`src/rtl/mdio_phy_ctrl.sv`:
```
// mdio_phy_ctrl: brings up the PHY over MDIO (soft reset, config), then polls link and shares MDIO with one host.
module mdio_phy_ctrl #(
    parameter logic [4:0]  PHY_ADDR      = 5'd1,
    parameter logic [15:0] BMCR_CFG      = 16'h1140,
    parameter int          POR_WAIT      = 1000000,
    parameter int          POLL_PERIOD   = 5000000,
    parameter int          MAX_RST_POLLS = 16,
    parameter int          DONE_TIMEOUT  = 4096
) (
    input  logic        clk,
    input  logic        rst,
    output logic        mdio_start,
    output logic        mdio_is_rd,
    output logic [4:0]  mdio_phy_addr,
    output logic [4:0]  mdio_reg_addr,
    output logic [15:0] mdio_wr_data,
    input  logic [15:0] mdio_rd_data,
    input  logic        mdio_done,
    input  logic        host_req,
    input  logic        host_is_rd,
    input  logic [4:0]  host_reg_addr,
    input  logic [15:0] host_wr_data,
    output logic        host_ack,
    output logic [15:0] host_rd_data,
    output logic        init_done,
    output logic        init_err,
    output logic        link_up
);
    localparam int PW = $clog2(POR_WAIT + 1);
    localparam int TW = $clog2(POLL_PERIOD + 1);
    localparam int RW = $clog2(MAX_RST_POLLS + 1);
    localparam int DW = $clog2(DONE_TIMEOUT + 1);
    localparam logic [PW-1:0] POR_LAST  = PW'(POR_WAIT - 1);
    localparam logic [TW-1:0] POLL_LAST = TW'(POLL_PERIOD - 1);
    localparam logic [RW-1:0] RST_MAX   = RW'(MAX_RST_POLLS);
    localparam logic [DW-1:0] DONE_LAST = DW'(DONE_TIMEOUT - 1);

    typedef enum logic [3:0] {
        S_POR, S_RST_WR, S_RST_RD, S_RST_GAP, S_CFG_WR, S_IDLE, S_LINK_RD, S_HOST, S_ERR
    } state_t;

    state_t        state_q, state_d;
    logic [PW-1:0] por_q, por_d;
    logic [TW-1:0] poll_q, poll_d;
    logic [RW-1:0] retry_q, retry_d;
    logic [DW-1:0] wd_q, wd_d;
    logic          sent_q, sent_d, start_q, start_d, pend_q, pend_d, ack_q, ack_d;
    logic          init_done_q, init_done_d, init_err_q, init_err_d, link_q, link_d;
    logic          h_rd_q, h_rd_d;
    logic [4:0]    h_reg_q, h_reg_d;
    logic [15:0]   h_wd_q, h_wd_d, h_rdata_q, h_rdata_d;
    logic          txn, done, timer_on, expire, timeout;

    assign txn      = state_q inside {S_RST_WR, S_RST_RD, S_CFG_WR, S_LINK_RD, S_HOST};
    assign done     = sent_q & mdio_done;
    assign timeout  = sent_q & ~mdio_done & (wd_q == DONE_LAST);
    assign timer_on = init_done_q & (state_q != S_ERR);
    assign expire   = timer_on & (poll_q == POLL_LAST);

    always_comb begin
        state_d     = state_q;
        por_d       = por_q;
        poll_d      = timer_on ? (expire ? '0 : poll_q + 1'b1) : poll_q;
        pend_d      = pend_q | expire;
        retry_d     = retry_q;
        wd_d        = sent_q ? wd_q + 1'b1 : '0;
        sent_d      = sent_q & ~mdio_done;
        start_d     = txn & ~sent_q;
        ack_d       = 1'b0;
        init_done_d = init_done_q;
        init_err_d  = init_err_q;
        link_d      = link_q;
        h_rd_d      = h_rd_q;
        h_reg_d     = h_reg_q;
        h_wd_d      = h_wd_q;
        h_rdata_d   = h_rdata_q;
        if (txn && !sent_q)
            sent_d = 1'b1;
        case (state_q)
            S_POR: begin
                por_d   = por_q + 1'b1;
                state_d = (por_q == POR_LAST) ? S_RST_WR : S_POR;
            end
            S_RST_WR: state_d = done ? S_RST_RD : S_RST_WR;
            S_RST_RD: if (done) begin
                retry_d = retry_q + 1'b1;
                state_d = !mdio_rd_data[15] ? S_CFG_WR : (retry_d < RST_MAX) ? S_RST_GAP : S_ERR;
            end
            S_RST_GAP: state_d = S_RST_RD;
            S_CFG_WR: if (done) begin
                init_done_d = 1'b1;
                poll_d      = '0;
                state_d     = S_IDLE;
            end
            // the ack cycle counts as the idle gap, so a poll cannot sneak in ahead of a held host_req
            S_IDLE: if (!ack_q && host_req) begin
                h_rd_d  = host_is_rd;
                h_reg_d = host_reg_addr;
                h_wd_d  = host_wr_data;
                state_d = S_HOST;
            end else if (!ack_q && pend_q) begin
                state_d = S_LINK_RD;
            end
            S_LINK_RD: if (done) begin
                link_d  = mdio_rd_data[2];
                pend_d  = expire;
                state_d = S_IDLE;
            end
            S_HOST: if (done) begin
                ack_d     = 1'b1;
                h_rdata_d = h_rd_q ? mdio_rd_data : h_rdata_q;
                state_d   = S_IDLE;
            end
            default: ;
        endcase
        if (timeout)
            state_d = S_ERR;
        if (state_d == S_ERR) begin
            init_err_d = 1'b1;
            link_d     = 1'b0;
            sent_d     = 1'b0;
            start_d    = 1'b0;
        end
    end

    always_ff @(posedge clk) begin
        if (rst) begin
            state_q     <= S_POR;
            por_q       <= '0;
            poll_q      <= '0;
            retry_q     <= '0;
            wd_q        <= '0;
            sent_q      <= 1'b0;
            start_q     <= 1'b0;
            pend_q      <= 1'b0;
            ack_q       <= 1'b0;
            init_done_q <= 1'b0;
            init_err_q  <= 1'b0;
            link_q      <= 1'b0;
            h_rd_q      <= 1'b0;
            h_reg_q     <= '0;
            h_wd_q      <= '0;
            h_rdata_q   <= '0;
        end else begin
            state_q     <= state_d;
            por_q       <= por_d;
            poll_q      <= poll_d;
            retry_q     <= retry_d;
            wd_q        <= wd_d;
            sent_q      <= sent_d;
            start_q     <= start_d;
            pend_q      <= pend_d;
            ack_q       <= ack_d;
            init_done_q <= init_done_d;
            init_err_q  <= init_err_d;
            link_q      <= link_d;
            h_rd_q      <= h_rd_d;
            h_reg_q     <= h_reg_d;
            h_wd_q      <= h_wd_d;
            h_rdata_q   <= h_rdata_d;
        end
    end

    assign mdio_start    = start_q;
    assign mdio_phy_addr = PHY_ADDR;
    assign mdio_is_rd    = (state_q == S_RST_RD) || (state_q == S_LINK_RD) || (state_q == S_HOST && h_rd_q);
    assign mdio_reg_addr = state_q == S_LINK_RD ? 5'd1 : state_q == S_HOST ? h_reg_q : 5'd0;
    assign mdio_wr_data  = state_q == S_RST_WR ? 16'h8000 : state_q == S_CFG_WR ? BMCR_CFG :
                           state_q == S_HOST ? h_wd_q : 16'h0000;
    assign host_ack      = ack_q;
    assign host_rd_data  = h_rdata_q;
    assign init_done     = init_done_q;
    assign init_err      = init_err_q;
    assign link_up       = link_q;
endmodule

```
`config.mk`:
```
export PLATFORM = sky130hd
export DESIGN_NAME = mdio_phy_ctrl
export DESIGN_NICKNAME = d
export VERILOG_FILES = /design/src/rtl/mdio_phy_ctrl.sv
export SDC_FILE = /design/constraint.sdc
export NUM_CORES = 1
export LEC_CHECK = 0
export ABC_CLOCK_PERIOD_IN_PS = 3300
export CORE_MARGIN = 4
export CORE_UTILIZATION = 30
export DETAILED_ROUTE_END_ITERATION = 8
export HOLD_SLACK_MARGIN = 0.06
export PLACE_DENSITY = 0.61
export REMOVE_ABC_BUFFERS = 1
export SYNTH_ARGS = -nofsm -noshare
export SYNTH_HDL_FRONTEND = slang
export SYNTH_SLANG_ARGS = --single-unit
```
`constraint.sdc`:
```
create_clock -name clk -period 3.3 [get_ports clk]
set_input_delay 0.66 -clock clk [delete_from_list [all_inputs] [get_ports clk]]
set_output_delay 0.66 -clock clk [all_outputs]
set_load 0.005 [all_outputs]
```
==> results.md <==
- Final Setup Violations: 0
- Post-Syn Area: 4880 sq um
- Most used flip-flop cell after synthesis: dfxtp_1
- Setup TNS: 0 ns
- Sequential fraction of the synthesis area: 0.452
- Fin. Hold Viols: 0
- Crit path buffers/inverters: 1
- Met1 GRT Util: 0.162
- Max Clock Freq: 340 MHz
- Root Driver: clkbuf_16
- Die Wd: 135 um
- DRT Pass-1 Iters: 4
- CP Cell Sequence: and3_1, and2_1, clkdlybuf4s50_1
- Mean routed wirelength per cell: 12.1 um
- Number of gates resized after CTS: 0
- Hold Crit Endpoint: wd_q[0]
- # rows: 46
- Worst VDD drop: 234 uV
- Gpl congestion: 0.784
- Vias per Instance: 4.59
- RSZ-0062 raised after global routing: false
- Detail Route Antenna Nets: 0
- Full die area: 18,400 sq um
- Initial antenna violation count: 1
- Worst slew pin tran: 0.795 ns
- Hold path start: wd_q[0]
- H-tree Lvls: 3
- Syn_area_per_cell: 8.19 sq um
- Clock Skew: 0.0120 ns
- Layout cells sized above 1: 0.0551
- # Post-CTS Setup Buffers: 0
- I/O pins: 90
- Top post-synthesis cells by area: dfxtp_1 45%, nand2_1 7.9%, xor2_1 5.6%
- YS warnings: 0
- Diodes inserted: 0
- Total core area: 15,900 sq um
- Critical path depth in cells: 3
- CP max FO: 22
- Largest net degree at the start of global routing: 48
- Crit-path max cell delay: 0.66 ns
- Max_slew headroom: 0.470
- Tot GR Track Use: 0.119
- Top-count cell post-synth: dfxtp_1
- First DRT Iteration DRCs: 227
- Total leakage power: 0.00206 uW
- Slew Limit Fails: 0
- Worst EP arrival: 2.28 ns
- Most Used Layer, Global Route: met2
- Max clock buf depth: 2
- FF-to-FF End: host_rd_data[12]
- CTS tree: yes
- # hold bufs at CTS: 0
- R2r setup slk: 1.04 ns
- Worst Setup End Kind: primary output
- Max-cap violation count: 0
- Initial Utilization: 0.307
- CTS sink cnt: 110
- Area Overhead vs Synth: 26.5%
- Outcome: complete, no violations
- HPWL Detailed: 7.59 mm
- Largest area contributor in the netlist: dfxtp_1
- Top cells by count, synth: 110 x dfxtp_1, 102 x nand2_1, 69 x nor2_1
- FF-to-FF Start: state_q[0]
- Hold Path Class: flop to flop
- DRT Wirelength: 10.8 mm
- Total gr overflow: 0
- Placed Instance Area: 5890 sq um
- Die Ht: 135 um
- DRC Markers: 0
- M2 GR Usage: 0.184
- Final Util: 0.388
- Routed vias: 4,075
- Clock-pin slew on the worst setup and hold paths: 0.07 ns
- Vias in the first global route: 3,696
- Clk Latency, worst-skew pair: 0.35 ns
- Cell family with most CP delay: simple AND/OR/NAND/NOR gates
- CP max-delay cell: and3_1
- Crit share post-route: 0.890
- Post-synthesis cell type count: 50
- Post-synth EDFFs: 0
- CP required: 2.64 ns
- Nets: 713
- Worst Hold Depth: 1
- Post-synth top area share: 0.452
- First-pass GRT wire length: 17.9 mm
- FFs w/ async S/R, synth: 0
- Grt met3 use: 0.0249
- Final instance area: 6170 sq um
- Worst setup SP type: flop
- WS Path Type: flop to primary output
- R2R cell count: 4
- Num CTS Buffers: 9
- Synth Register Bits: 110
- Power Density: 393 nW/um^2
- Post-synthesis cell count: 595
- Port bufs: 84
- Min Tclk post-route: 2.94 ns
==> logic make-up (layout without fill, tap and decap cells) <==
logic type	count (synthesis)	count (layout)	synth area share
compound gates	76	76	0.0862
xor+xnor	50	50	0.0898
fa+ha+maj	4	4	0.0103
buf+inv	45	119	0.0439
flops	110	110	0.452
mux	4	4	0.00821
other cells	2	5	0.00154
simple gates	304	304	0.308
==> how the worst max path moves through the flow <==
stage,start,to,slack [ns]
3_3_place_gp,mdio_done,link_up,0.50
5_1_grt,state_q[0],mdio_wr_data[8],0.17
2_1_floorplan,state_q[2],poll_q[10],0.64
6_report,state_q[0],mdio_wr_data[4],0.36
3_5_place_dp,mdio_done,sent_q,0.41
4_1_cts,state_q[0],mdio_wr_data[14],0.29
==> layout by cell type, fill, tap and decap left out, drive strengths merged, types with 5 or more instances in the layout <==
| cell | Yosys | layout |
|---|---|---|
| nor4 | 8 | 8 |
| nand2 | 102 | 102 |
| nand3 | 25 | 25 |
| o21ai | 10 | 10 |
| xor2 | 31 | 31 |
| nor3 | 13 | 13 |
| and3 | 7 | 7 |
| nand4 | 19 | 19 |
| and2 | 20 | 20 |
| or3 | 9 | 9 |
| clkbuf | 17 | 10 |
| dfxtp | 110 | 110 |
| buf | 20 | 12 |
| nor2 | 69 | 69 |
| nand2b | 9 | 9 |
| a21oi | 54 | 54 |
| conb | 2 | 5 |
| inv | 8 | 9 |
| xnor2 | 19 | 19 |
| clkdlybuf4s50 | 0 | 83 |
==> routing by layer <==
| layer | up-vias | share of wire |
|---|---|---|
| met5 | - | 0.0011 |
| met4 | 2 | 0.014 |
| met3 | 11 | 0.055 |
| met2 | 99 | 0.42 |
| met1 | 1825 | 0.51 |
| li1 | 2138 | - |
==> stage by stage <==
stage | hold slack [ns] | std cells | setup slack [ns] | power, uW
2_1_floorplan | 0.418 | 561 | 0.636 | 1380
3_3_place_gp | 0.432 | 872 | 0.498 | 1450
3_5_place_dp | 0.441 | 872 | 0.406 | 1450
4_1_cts | 0.454 | 888 | 0.287 | 2460
5_1_grt | 0.471 | 888 | 0.170 | 2510
6_report | 0.447 | 888 | 0.362 | 2420
==> flip-flops by register name, summed over array words and instances (netlist names), 4 cells and up <==
name and flops:
poll_q 23, por_q 20, h_wd_q 16, host_rd_data 16, wd_q 13, h_reg_q 5, retry_q 5, state_q 4
==> where the power goes <==
part | switching (uW) | leakage, uW | total (uW) | internal (uW)
clock network | 488 | 0.000129 | 1000 | 516
registers | 2.95 | 0.000886 | 1330 | 1330
logic | 34.1 | 0.00105 | 84.1 | 50.1
==> area by class of cell <==
cell class | count | area, sq um
Clock inverter | 6 | 46.3
Fill cell | 1669 | 9720
Sequential cell | 110 | 2200
Clock buffer | 10 | 229
Multi-Input combinational cell | 443 | 2470
Inverter | 8 | 30.0
Tap cell | 216 | 270
Timing Repair Buffer | 95 | 918
No activity file was read; power rests on OpenSTA's default activity.
